### config.mk
export PLATFORM = sky130hd
export DESIGN_NAME = riscv_tag_check_ctrl
export DESIGN_NICKNAME = d
export VERILOG_FILES = /design/src/rtl/riscv_tag_check_ctrl.sv
export SDC_FILE = /design/constraint.sdc
export NUM_CORES = 1
export LEC_CHECK = 0
export BUFFER_PORTS_ARGS = -buffer_cell sky130_fd_sc_hd__buf_2
export CAP_MARGIN = 10
export CORE_ASPECT_RATIO = 0.75
export CORE_MARGIN = 3
export CORE_UTILIZATION = 30
export CTS_BUF_LIST = sky130_fd_sc_hd__clkbuf_4 sky130_fd_sc_hd__clkbuf_8
export CTS_CLUSTER_DIAMETER = 50
export DETAILED_ROUTE_END_ITERATION = 7
export HOLD_SLACK_MARGIN = 0.08
export PLACE_DENSITY = 0.62
export SETUP_SLACK_MARGIN = 0.2
export SYNTH_ARGS = -nofsm -noshare
export SYNTH_HDL_FRONTEND = slang
export SYNTH_SLANG_ARGS = --single-unit
### constraint.sdc
create_clock -name clk -period 5.39 [get_ports clk]
set_input_delay 1.078 -clock clk [delete_from_list [all_inputs] [get_ports clk]]
set_output_delay 1.078 -clock clk [all_outputs]
set_load 0.02 [all_outputs]
### src/rtl/riscv_tag_check_ctrl.sv
// DIFT tag-check sequencer: owns the TCR, flags tag-policy violations, raises a held trap request and counts violations.
// Optional build macro TAG_CHECK_EXEC_PC_EN adds pc_tag_i and the execute-PC cause bit.
module riscv_tag_check_ctrl #(
    parameter int unsigned CNT_WIDTH = 16,
    parameter logic [31:0] TCR_RST   = 32'h0000_0000
) (
    input  logic                 clk,
    input  logic                 rst_n,
    input  logic                 ex_valid_i,
    input  logic [31:0]          ex_pc_i,
    input  logic [31:0]          ex_instr_i,
    input  logic                 chk_s1_i,
    input  logic                 chk_s2_i,
    input  logic                 chk_d_i,
    input  logic                 tag_s1_i,
    input  logic                 tag_s2_i,
    input  logic                 tag_d_i,
`ifdef TAG_CHECK_EXEC_PC_EN
    input  logic                 pc_tag_i,
`endif
    input  logic                 tcr_wr_i,
    input  logic [31:0]          tcr_wdata_i,
    output logic [31:0]          tcr_o,
    output logic                 kill_wb_o,
    output logic                 halt_ex_o,
    output logic                 trap_req_o,
    input  logic                 trap_ack_i,
    output logic [3:0]           trap_cause_o,
    output logic [31:0]          fault_pc_o,
    output logic [31:0]          fault_instr_o,
    input  logic                 clr_cnt_i,
    output logic [CNT_WIDTH-1:0] viol_cnt_o
);

    typedef enum logic [1:0] {
        ST_IDLE  = 2'd0,
        ST_REQ   = 2'd1,
        ST_DRAIN = 2'd2
    } state_t;

    state_t                 state_r, state_next_s;
    logic [3:0]             cause_s, cause_r;
    logic                   viol_s;
    logic [31:0]            tcr_r, tcr_next_s;
    logic                   pend_valid_r, pend_valid_next_s;
    logic [31:0]            pend_data_r, pend_data_next_s;
    logic [31:0]            fault_pc_r, fault_instr_r;
    logic [CNT_WIDTH-1:0]   cnt_r, cnt_next_s;

    // Per-operand policy violation bits
    always_comb begin
        cause_s    = 4'b0000;
        cause_s[0] = chk_s1_i & tag_s1_i;
        cause_s[1] = chk_s2_i & tag_s2_i;
        cause_s[2] = chk_d_i & tag_d_i;
`ifdef TAG_CHECK_EXEC_PC_EN
        cause_s[3] = ex_valid_i & tcr_r[riscv_defines::EXECUTE_PC] & pc_tag_i;
`else
        cause_s[3] = 1'b0;
`endif
    end

    assign viol_s       = ex_valid_i & (state_r == ST_IDLE) & (|cause_s);
    assign kill_wb_o    = viol_s;
    assign halt_ex_o    = (state_r != ST_IDLE);
    assign trap_req_o   = (state_r == ST_REQ);
    assign tcr_o        = tcr_r;
    assign trap_cause_o = cause_r;
    assign fault_pc_o   = fault_pc_r;
    assign fault_instr_o = fault_instr_r;
    assign viol_cnt_o   = cnt_r;

    // Trap sequencing next state
    always_comb begin
        state_next_s = state_r;
        case (state_r)
            ST_IDLE:  if (viol_s) state_next_s = ST_REQ; else state_next_s = ST_IDLE;
            ST_REQ:   if (trap_ack_i) state_next_s = ST_DRAIN; else state_next_s = ST_REQ;
            ST_DRAIN: state_next_s = ST_IDLE;
            default:  state_next_s = ST_IDLE;
        endcase
    end

    // TCR update: immediate when idle and clean, otherwise parked until the drain cycle ends
    always_comb begin
        tcr_next_s        = tcr_r;
        pend_valid_next_s = pend_valid_r;
        pend_data_next_s  = pend_data_r;
        case (state_r)
            ST_IDLE: begin
                if (tcr_wr_i && !viol_s) begin
                    tcr_next_s = tcr_wdata_i;
                end else if (tcr_wr_i) begin
                    pend_valid_next_s = 1'b1;
                    pend_data_next_s  = tcr_wdata_i;
                end else begin
                    tcr_next_s = tcr_r;
                end
            end
            ST_REQ: begin
                if (tcr_wr_i) begin
                    pend_valid_next_s = 1'b1;
                    pend_data_next_s  = tcr_wdata_i;
                end else begin
                    pend_valid_next_s = pend_valid_r;
                end
            end
            ST_DRAIN: begin
                pend_valid_next_s = 1'b0;
                if (tcr_wr_i) begin
                    tcr_next_s = tcr_wdata_i;
                end else if (pend_valid_r) begin
                    tcr_next_s = pend_data_r;
                end else begin
                    tcr_next_s = tcr_r;
                end
            end
            default: begin
                pend_valid_next_s = 1'b0;
            end
        endcase
    end

    // Saturating violation counter; a clear coinciding with a violation counts that violation
    always_comb begin
        cnt_next_s = cnt_r;
        if (clr_cnt_i && viol_s) begin
            cnt_next_s = {{(CNT_WIDTH-1){1'b0}}, 1'b1};
        end else if (clr_cnt_i) begin
            cnt_next_s = {CNT_WIDTH{1'b0}};
        end else if (viol_s && !(&cnt_r)) begin
            cnt_next_s = cnt_r + {{(CNT_WIDTH-1){1'b0}}, 1'b1};
        end else begin
            cnt_next_s = cnt_r;
        end
    end

    // State, TCR, counter and fault-context registers
    always_ff @(posedge clk) begin
        if (!rst_n) begin
            state_r       <= ST_IDLE;
            tcr_r         <= TCR_RST;
            pend_valid_r  <= 1'b0;
            pend_data_r   <= 32'h0000_0000;
            cause_r       <= 4'b0000;
            fault_pc_r    <= 32'h0000_0000;
            fault_instr_r <= 32'h0000_0000;
            cnt_r         <= {CNT_WIDTH{1'b0}};
        end else begin
            state_r      <= state_next_s;
            tcr_r        <= tcr_next_s;
            pend_valid_r <= pend_valid_next_s;
            pend_data_r  <= pend_data_next_s;
            cnt_r        <= cnt_next_s;
            if (viol_s) begin
                cause_r       <= cause_s;
                fault_pc_r    <= ex_pc_i;
                fault_instr_r <= ex_instr_i;
            end else begin
                cause_r       <= cause_r;
                fault_pc_r    <= fault_pc_r;
                fault_instr_r <= fault_instr_r;
            end
        end
    end

endmodule

**Yosys cells after proc, flatten, opt, wreduce, memory -nomap -nowiden**

Cells that the tools add are included.

- Output and inout port bits: 119
- Register bits after elaboration: 150
- Input bits: 108
- Logic and storage cells: 52

- Bitwise operators: 6
- Reductions and logical operators: 15
- Muxes and demuxes: 16
- Eq/ne operators: 5
- Add/subtract/negate cells: 1

Operator list:

| kind | number |
|---|---|
| $mux W32 | 5 |
| $pmux W32 S2 | 2 |
| $add A16 B1 Y16 const B | 1 |
| $reduce_and A16 Y1 | 1 |
| $mux W1 | 6 |
| $reduce_bool A2 Y1 | 3 |
| $reduce_or A3 Y1 | 2 |
| $and A1 B1 Y1 | 5 |
| $pmux W2 S2 | 1 |
| $logic_and A1 B1 Y1 | 3 |
| $ne A3 B3 Y1 const B | 1 |
| $reduce_and A3 Y1 | 1 |
| $reduce_bool A3 Y1 | 1 |
| $eq A2 B1 Y1 const B | 1 |
| $eq A2 B2 Y1 const B | 1 |
| $logic_not A1 Y1 | 2 |
| $logic_not A2 Y1 | 1 |
| $mux W2 | 1 |
| $ne A2 B1 Y1 const B | 1 |
| $ne A2 B2 Y1 const B | 1 |
| $pmux W1 S2 | 1 |
| $reduce_and A2 Y1 | 1 |
| $not A1 Y1 | 1 |

**Depth between registers and ports, before layout**

Gate-level depths: netlist (run 1).

- Depth after elaboration: 7
- Gate-level depth with buffers: 8
- Mapped depth without buffers: 6

**Worst setup path before layout (run 1)**

Ideal clock, no wire load.

- Path kind: input to output
- Start: in chk_s1_i
- End: out kill_wb_o
- Data arrival time: 2025 ps
- Required time: 4312 ps
- Buffers on the path: 1
- Path slack: 2287 ps
- Stages: 4
- Cells stage by stage: a222oi_1 -> nand2b_1 -> inv_2 -> clkbuf_1

- Word-level cells in the longest chain between the ends: 3

RTL lines:

| what | RTL line | RTL |
|---|---|---|
| from (decl) | 12 | `input logic chk_s1_i,` |
| $and A1 B1 Y1 | 53 | `cause_s[0] = chk_s1_i & tag_s1_i;` |
| $reduce_or A3 Y1 | 63 | `assign viol_s = ex_valid_i & (state_r == ST_IDLE) & (\|cause_s);` |
| $and A1 B1 Y1 | 63 |  |
| to (decl) | 24 | `output logic kill_wb_o,` |

Every way passes these cells.

**Worst setup path in the final report (run 1)**

Ends and elaborated chain as after synthesis.

==> summary.txt, run 1 <==
largest net degree at the start of global routing: 96
Reg2Reg Setup Slack: 3.01 ns
Required @ worst endpoint: 4.31 ns
Power Dens Cells: 314 mW/mm^2
critical path's top delay family: compound AO/OA/AOI/OAI gates
Synth Warn #: 0
Clock Tree Buf Depth: 2
WP data arrival: 2.27 ns
Cells after Synth: 691
NumNets Final: 995
Vias: 5399
synth cell count leaders: nand2_1, dfxtp_1, a21boi_1, nand3_1, o21ai_0
CP max stage cell: a222oi_1
CP Max Fanout: 4
DRT iter0 DRCs: 320
postcts setup bufs: 0
initial core utilization: 0.312
Die Width: 171 um
RSZ-0062 raised after global routing: false
All-Layer GR Usage: 0.144
height of the die: 130 um
worst min path class: flip-flop to flip-flop
Die Area: 0.0222 mm^2
r2r startpoint: viol_cnt_o[8]
H-tree levels: 4
Fmax: 0.299 GHz
vias in the first global route: 4961
Synth Area in Compound Gates: 0.189
fin crit share: 0.620
placeable core area: 0.0197 mm^2
IO Count: 227
Largest stage delay, worst path: 0.62 ns
Hold Fails Final Rpt: 0
largest family of logic cells by synthesized area: simple AND/OR/NAND/NOR gates
Worst Path Class, Setup: primary input to primary output
Worst Tran Pin Value: 1.08 ns
critical-path cell list: buf_2 > a222oi_1 > nand2b_2 > inv_2 > buf_2
DR WL/cell: 14.1 um
hpwl dp: 11000 um
Syn Nets: 800
Post-DRT Antenna Nets: 0
origin of the worst min-delay path: fault_instr_o[6]
Slew Limit Fails: 0
Post-synth EDFFs: 0
outcome: finished clean
post-synthesis adder-cell area fraction: 0.00204
critical path's most frequent cell: buf_2
GRT Residual Overflow: 0
Post-Synth Simple-Gate Area: 0.199
post-synthesis mux area share: 0.0538
n_diodes: 0
crit path buf inv count: 3
Leak: 3.58 nW
Num CTS Buffers: 17
post-synthesis register bit count: 150
CTS clk-pin slew, worst paths: 0.08 ns
CTS tree: done
top post-synthesis cells by area: dfxtp_1, nand2_1, mux2i_1, o211a_1, a21boi_1
share of cells above drive strength 1: 0.305
Post-Syn Area: 0.00614 mm^2
drt first pass iters: 4
crit path capture type: primary output
clk sinks: 150
FFs w/ async S/R, synth: 0
post-synth top area cell: dfxtp_1
final count of negative-setup-slack endpoints: 0
first-pass GRT wire length: 25600 um
drt drc: 0
RePlAce Congestion: 0.768
MaxCap Viol Count: 0
Port Buffers: 225
cell with the most instances after synthesis: nand2_1
Yosys top cell area share: 0.489
Mapped Avg Cell Area: 8.89 um^2
post-synth cell types: 45
num rows: 44
Synth Area in XOR/XNOR: 0.0171
Hold EP: fault_instr_o[6]
Root Buffer: clkbuf_8
Worst-Skew Late Latency: 0.45 ns
top_reg_cell synth: dfxtp_1
Worst R2R Path Depth: 5
vias per cell: 4.69
setup TNS: 0 ns
R2R Path End: viol_cnt_o[15]
post-layout min period: 3.34 ns
slew margin rel.: 0.280
Syn-to-layout area delta: 26.2%
worst hold margin: 0.450 ns
drt total wl: 16300 um
Seq/Total Area, Yosys: 0.489
Worst setup SP type: primary input
hold-fix buffer count after cts: 0
initial antenna violation count: 1
skew final: 0.0176 ns
CTS resizes: 0
WHS Path Cells: 2
Peak VDD IR: 124 uV
[cells by family after synthesis]
kind of cell,after synthesis
other cells,1
fa+ha+maj,1
simple gates,279
flops,150
compound gates,154
mux,33
buf+inv,61
xor+xnor,12
[worst min-delay path: stages (launching register included)]
cell and delay, ns:
dfxtp_1 0.31, nand2_1 0.05, a21boi_1 0.05
[placed cells by master (no fill, tap or decap), types with 2 or more instances in the layout]
master and instances:
clkbuf_8 17, inv_6 4, a21boi_0 29, a21boi_1 35
a211oi_1 6, nor2b_1 6, a2111oi_0 2, a21oi_1 5
dfxtp_1 150, and3_1 2, xnor2_1 12, a32oi_1 3
o211a_1 32, o21ai_0 34, clkinvlp_4 4, nor3_1 2
nand3_1 35, a2111oi_1 2, mux2i_1 33, nand2_1 197
nor2_1 17, nand4_1 3, buf_4 7, buf_2 224
inv_1 5, nand2b_1 3, nor4_2 2, clkinv_4 2
bufinv_16 2, and4_1 2
[worst max path at each step]
stage          startpoint             to  slack [ns]  cells past startpoint
6_report         chk_s1_i      kill_wb_o        2.05                      5
5_1_grt          chk_s1_i      kill_wb_o        1.94                      5
4_1_cts          chk_s1_i      kill_wb_o        2.05                      5
3_5_place_dp     chk_s1_i  viol_cnt_o[6]        2.03                      7
3_3_place_gp     chk_s1_i  viol_cnt_o[4]        2.08                      7
2_1_floorplan    chk_s1_i      kill_wb_o        2.29                      4
[layer usage]
layer | global-route usage | vias up | wire length (um)
met2 | 0.220 | 141 | 7210
met1 | 0.193 | 2511 | 7770
li1 | - | 2733 | -
met5 | 0 | - | 13
met3 | 0.0503 | 12 | 1100
met4 | 0.0454 | 2 | 172
[flip-flops by register name, summed over array words and instances, names as in the netlist]
name and flops:
trap_cause_o 3, state_r 2, pend_valid_r 1, fault_pc_o 32, tcr_o 32, viol_cnt_o 16, fault_instr_o 32, pend_data_r 32
[stage by stage]
step                      setup WS (ns)  area [um^2]  utilization  instances  power (W)
final                              2.05         7750        0.393       1151    0.00244
after floorplan                    2.29         6140            -        691    0.00147
after detailed placement           2.03         7370        0.374       1120    0.00160
after CTS                          2.05         7750        0.393       1151    0.00249
after global placement             2.08         7370        0.374       1120    0.00160
after global routing               1.94         7750        0.393       1151    0.00257
[cell type report]
cell class              count  area, um^2
multi-input cells         480        2850
clock buffers              18         241
clock inverters            13         148
fillers                  2037       12000
inverters                   6        22.5
repair buffers            231        1170
well taps                 253         317
flip-flops and latches    150        3000
[where the power goes]
| part | internal (W) | switching (W) |
|---|---|---|
| Sequential | 0.00118 | 0.0000353 |
| Clock | 0.000420 | 0.000451 |
| Combinational | 0.000132 | 0.000224 |
| Total | 0.00173 | 0.000711 |
(Power assumes the default switching activity.)
==> run 2: changes to the inputs <==
--- a/config.mk
+++ b/config.mk
@@ -14,7 +14,7 @@
 export CTS_CLUSTER_DIAMETER = 50
 export DETAILED_ROUTE_END_ITERATION = 7
 export HOLD_SLACK_MARGIN = 0.08
-export PLACE_DENSITY = 0.62
+export PLACE_DENSITY = 0.64
 export SETUP_SLACK_MARGIN = 0.2
 export SYNTH_ARGS = -nofsm -noshare
 export SYNTH_HDL_FRONTEND = slang
==> constraint.sdc (replaced) <==
create_clock -name clk -period 3 [get_ports clk]
set_input_delay 0.6 -clock clk [delete_from_list [all_inputs] [get_ports clk]]
set_output_delay 0.6 -clock clk [all_outputs]
set_load 0.02 [all_outputs]
==> run 2 against run 1 <==
- register-to-register slack got worse by 2.0 ns
- clock power rose by 81%
- critical path depth did not move
- die area did not move
- core utilization rose by 0.37 points
- clock-buffer cell count did not move
- routed wire length fell by 2.0%
- critical path type unchanged
==> summary.txt, run 2 (same netlist as run 1, synthesis figures left out) <==
outcome: finished clean
slew margin rel.: 0.509
WHS Path Cells: 3
fin area: 0.00783 mm^2
fin crit share: 0.800
placeable core area: 0.0197 mm^2
post-layout min period: 2.40 ns
Required @ worst endpoint: 2.40 ns
WP data arrival: 1.80 ns
height of the die: 130 um
All-Layer GR Usage: 0.141
Worst Path Class, Setup: primary input to primary output
Final WS setup: 0.601 ns
vias in the first global route: 4899
initial antenna violation count: 1
RePlAce Congestion: 0.776
n_diodes: 0
Core Util, Final: 0.397
GRT Residual Overflow: 0
hold-fix buffer count after cts: 0
CP Max Fanout: 6
dpl ws: 0.621 ns
clk sinks: 150
Root Buffer: clkbuf_8
Largest stage delay, worst path: 0.58 ns
Power Dens Cells: 563 mW/mm^2
drt first pass iters: 4
Hold Fails Final Rpt: 0
hpwl dp: 10900 um
Worst R2R Path Depth: 5
Clock Tree Buf Depth: 2
CTS tree: done
critical path's most frequent cell: buf_2
RSZ-0062 raised after global routing: false
DRT iter0 DRCs: 383
drt total wl: 15900 um
CP max stage cell: a222oi_1
Critical Path Source: chk_s1_i
vias per cell: 4.65
Hold EP: fault_instr_o[6]
commonest non-fill, non-tap cell in the layout: buf_2
share of cells above drive strength 1: 0.307
IO Count: 227
Die Width: 171 um
MaxCap Viol Count: 0
first-pass GRT wire length: 25200 um
Fmax: 0.417 GHz
drt drc: 0
NumNets Final: 996
Leak: 3.62 nW
H-tree levels: 4
crit path capture type: primary output
worst hold margin: 0.385 ns
CTS resizes: 0
critical-path cell list: buf_2 > a222oi_1 > nand2b_2 > inv_2 > buf_2
critical path's top delay family: compound AO/OA/AOI/OAI gates
skew final: 0.0131 ns
crit path buf inv count: 3
Worst setup SP type: primary input
Num CTS Buffers: 17
Vias: 5367
Post-DRT Antenna Nets: 0
Peak VDD IR: 193 uV
final count of negative-setup-slack endpoints: 0
Port Buffers: 225
r2r startpoint: state_r[0]
Syn-to-layout area delta: 27.4%
Reg2Reg Setup Slack: 0.98 ns
setup TNS: 0 ns
CTS clk-pin slew, worst paths: 0.09 ns
origin of the worst min-delay path: ex_instr_i[6]
Worst Tran Pin Value: 0.737 ns
num rows: 44
postcts setup bufs: 0
initial core utilization: 0.312
Worst-Skew Late Latency: 0.45 ns
Die Area: 0.0222 mm^2
dpl cell area: 0.00742 mm^2
DR WL/cell: 13.8 um
most frequent cells in the layout: buf_2, nand2_1, dfxtp_1, nand3_1, a21boi_1
Levels on crit path: 5
R2R Path End: viol_cnt_o[15]
largest net degree at the start of global routing: 168
Slew Limit Fails: 0
worst min path class: primary input to flip-flop
[run 2: cell count changes in the layout (fill, tap and decap cells not counted), sizes merged]
cell | previous run | this run
clkinvlp | 4 | 0
inv | 10 | 14
clkinv | 3 | 5
buf | 231 | 232
bufinv | 2 | 1
[run 2: cell type report]
| class | instances | area [um^2] |
|---|---|---|
| clock buffer | 18 | 248 |
| clock inverter | 14 | 156 |
| fill | 2040 | 11900 |
| inverter | 6 | 22.5 |
| multi-input combinational | 480 | 2850 |
| sequential | 150 | 3000 |
| tap | 253 | 317 |
| timing repair buffer | 232 | 1230 |
[run 2: metal layers]
layer / wire, um / vias to the layer above / track usage / part of all wire
met5: 7 / - / 0 / 0.00044
li1: - / 2744 / - / -
met4: 259 / 2 / 0.0535 / 0.016
met1: 7610 / 2469 / 0.189 / 0.48
met2: 6930 / 133 / 0.212 / 0.43
met3: 1130 / 19 / 0.0482 / 0.071
[run 2: worst register-to-register path, delay by kind of cell (launching register included)]
family | cells | cell delay (ns)
flip-flops | 1 | 0.43
AND/OR/NAND/NOR | 2 | 0.59
AO/OA/AOI/OAI | 3 | 0.90
[run 2: worst max path at each step]
stage | to | slack, ns
6_report | kill_wb_o | 0.60
5_1_grt | kill_wb_o | 0.55
4_1_cts | kill_wb_o | 0.62
3_5_place_dp | kill_wb_o | 0.62
3_3_place_gp | kill_wb_o | 0.63
2_1_floorplan | kill_wb_o | 0.85
[run 2: metrics by stage]
step,cells,total power [W]
2_1_floorplan,691,0.00264
3_3_place_gp,1121,0.00287
3_5_place_dp,1121,0.00289
4_1_cts,1153,0.00450
5_1_grt,1153,0.00466
6_report,1153,0.00441
[run 2: power breakdown]
part	switching, W	internal (W)
Clock	0.000863	0.000717
Sequential	0.0000635	0.00211
Combinational	0.000403	0.000248
Total	0.00133	0.00308
==> run 3: changes to the inputs <==
--- a/config.mk
+++ b/config.mk
@@ -5,6 +5,7 @@
 export SDC_FILE = /design/constraint.sdc
 export NUM_CORES = 1
 export LEC_CHECK = 0
+export ABC_AREA = 1
 export BUFFER_PORTS_ARGS = -buffer_cell sky130_fd_sc_hd__buf_2
 export CAP_MARGIN = 10
 export CORE_ASPECT_RATIO = 0.75
@@ -14,7 +15,7 @@
 export CTS_CLUSTER_DIAMETER = 50
 export DETAILED_ROUTE_END_ITERATION = 7
 export HOLD_SLACK_MARGIN = 0.08
-export PLACE_DENSITY = 0.64
+export PLACE_DENSITY = 0.62
 export SETUP_SLACK_MARGIN = 0.2
 export SYNTH_ARGS = -nofsm -noshare
 export SYNTH_HDL_FRONTEND = slang
==> constraint.sdc (replaced) <==
create_clock -name clk -period 2.3 [get_ports clk]
set_input_delay 0.46 -clock clk [delete_from_list [all_inputs] [get_ports clk]]
set_output_delay 0.46 -clock clk [all_outputs]
set_load 0.02 [all_outputs]
==> run 3 against run 2 <==
- combinational power is 86% higher
- sequential cell count stayed put
- die area is 3.9% higher
- critical path depth is 1 higher
==> summary.txt, run 3 <==
outcome: finished clean
Mapped Avg Cell Area: 6.92 um^2
WHS Path Cells: 3
Worst-Skew Late Latency: 0.44 ns
n_diodes: 0
drt drc: 0
met2 Resource Use GR: 0.255
Peak VDD IR: 294 uV
skew final: 0.0106 ns
Yosys top cell area share: 0.469
RSZ-0062 raised after global routing: false
post-synthesis register bit count: 150
critical path's top delay family: simple AND/OR/NAND/NOR gates
drt total wl: 19300 um
met1 usage: 0.229
largest net degree at the start of global routing: 88
Syn-to-layout area delta: 28.4%
clk sinks: 150
placeable core area: 0.0206 mm^2
Required @ worst endpoint: 1.84 ns
All-Layer GR Usage: 0.166
WP data arrival: 1.52 ns
vias per cell: 4.55
CTS clk-pin slew, worst paths: 0.09 ns
final count of negative-setup-slack endpoints: 0
Hold Fails Final Rpt: 0
fin crit share: 0.860
R2R Path End: tcr_o[25]
RePlAce Congestion: 0.798
CTS tree: done
NumNets Final: 1235
Syn Nets: 1033
initial core utilization: 0.310
cell with the most instances after synthesis: nor2_1
Fmax: 0.505 GHz
MaxCap Viol Count: 0
slew margin rel.: 0.630
FFs w/ async S/R, synth: 0
synth cell count leaders: nor2_1, nand2_1, dfxtp_1, o21ai_0, a21oi_1
Die Width: 175 um
Levels on crit path: 6
setup TNS: 0 ns
Post-Syn Area: 0.00640 mm^2
commonest non-fill, non-tap cell in the layout: nor2_1
top_reg_cell synth: dfxtp_1
Cells after Synth: 924
Vias: 6467
Slew Limit Fails: 0
H-tree levels: 4
hold-fix buffer count after cts: 0
CP max stage cell: dfxtp_1
Root Buffer: clkbuf_8
Num CTS Buffers: 17
r2r startpoint: state_r[0]
initial antenna violation count: 2
Die Area: 0.0231 mm^2
Clock Tree Buf Depth: 2
Worst Tran Pin Value: 0.555 ns
crit path buf inv count: 3
met3 GRT Util: 0.0499
num rows: 45
GRT Residual Overflow: 0
DRT iter0 DRCs: 479
Post-DRT Antenna Nets: 0
Leak: 4.02 nW
post-layout min period: 1.98 ns
Core Util, Final: 0.399
hpwl dp: 13000 um
most frequent cells in the layout: nor2_1, buf_2, nand2_1, dfxtp_1, o21ai_0
worst setup path endpoint: kill_wb_o
post-synth cell types: 28
height of the die: 132 um
IO Count: 227
worst min path class: primary input to flip-flop
critical-path cell list: inv_1 > nand2_2 > nor2_4 > nand2_8 > inv_8 > buf_4
Port Buffers: 225
Final WS setup: 0.321 ns
Synth Warn #: 0
worst hold margin: 0.257 ns
first-pass GRT wire length: 31500 um
Reg2Reg Setup Slack: 0.44 ns
GRT busiest layer: met2
Largest stage delay, worst path: 0.33 ns
Power Dens Cells: 755 mW/mm^2
share of cells above drive strength 1: 0.250
Post-synth EDFFs: 0
crit path capture type: primary output
Worst R2R Path Depth: 10
Seq/Total Area, Yosys: 0.469
DR WL/cell: 13.6 um
CP Max Fanout: 8
top post-synthesis cells by area: dfxtp_1, nor2_1, nand2_1, o21ai_0, a21oi_1
post-synth top area cell: dfxtp_1
Worst setup SP type: flip-flop
Worst Path Class, Setup: flip-flop to primary output
dpl ws: 0.256 ns
drt first pass iters: 4
vias in the first global route: 6045
fin area: 0.00821 mm^2
Critical Path Source: state_r[0]
dpl cell area: 0.00779 mm^2
[run 3: changes by cell type in the layout (fill, tap and decap cells not counted), sizes merged, moves of 14 or more]
cell,previous run,this run
nor2,17,242
inv,14,28
o21ai,35,114
a21boi,64,0
a21oi,5,48
mux2i,33,17
o211a,32,0
[run 3: cells by family (layout without fill, tap and decap cells)]
| family | count (synthesis) | after routing | synth area share |
|---|---|---|---|
| AOI/OAI and AO/OA | 164 | 164 | 0.129 |
| xor gates and xnor gates | 6 | 6 | 0.00822 |
| adders and majority gates | 1 | 1 | 0.00196 |
| buffers and inverters | 86 | 300 | 0.0561 |
| DFF | 150 | 150 | 0.469 |
| muxes | 17 | 17 | 0.0266 |
| other | 1 | 1 | 0.000586 |
| and+or+nand+nor | 499 | 499 | 0.308 |
[run 3: cell type report]
| cell class | count | area, um^2 |
|---|---|---|
| Fill cell | 2216 | 12400 |
| Inverter | 27 | 111 |
| Sequential cell | 150 | 3000 |
| Multi-Input combinational cell | 688 | 3050 |
| Clock buffer | 20 | 263 |
| Tap cell | 282 | 353 |
| Timing Repair Buffer | 242 | 1310 |
| Clock inverter | 11 | 126 |
[run 3: worst min-delay path by stage]
stage                    startpoint                end  slack (ns)
finish               ex_instr_i[28]  fault_instr_o[28]        0.26
global route             ex_pc_i[1]      fault_pc_o[1]        0.24
CTS                  ex_instr_i[30]  fault_instr_o[30]        0.22
detailed placement  trap_cause_o[0]    trap_cause_o[0]        0.45
global placement    trap_cause_o[0]    trap_cause_o[0]        0.45
floorplan           pend_data_r[23]    pend_data_r[23]        0.44
[run 3: through the flow]
stage               cells  total power, W
finish               1420         0.00620
global route         1420         0.00656
CTS                  1420         0.00631
detailed placement   1388         0.00419
global placement     1388         0.00418
floorplan             924         0.00375
[run 3: routing by layer]
layer / share of wire / vias to the layer above
met5: 0.0013 / -
met4: 0.0093 / 4
met3: 0.070 / 16
met2: 0.44 / 180
met1: 0.48 / 2908
li1: - / 3359
[run 3: power by group]
part | internal (W) | leakage, nW | switching [W]
clock network | 0.00102 | 0.188 | 0.00105
registers | 0.00282 | 1.24 | 0.000110
logic | 0.000425 | 2.60 | 0.000784
[run 3: what timing repair did]
item,in CTS,in global routing
gates resized for setup,6,3
pin swaps,1,0
buffers inserted,1,0
setup endpoints to repair,1,40
[run 3: worst min-delay path, stage by stage]
cell	delay (ns)
buf_2	0.07
o21ai_1	0.05
nor2_1	0.07
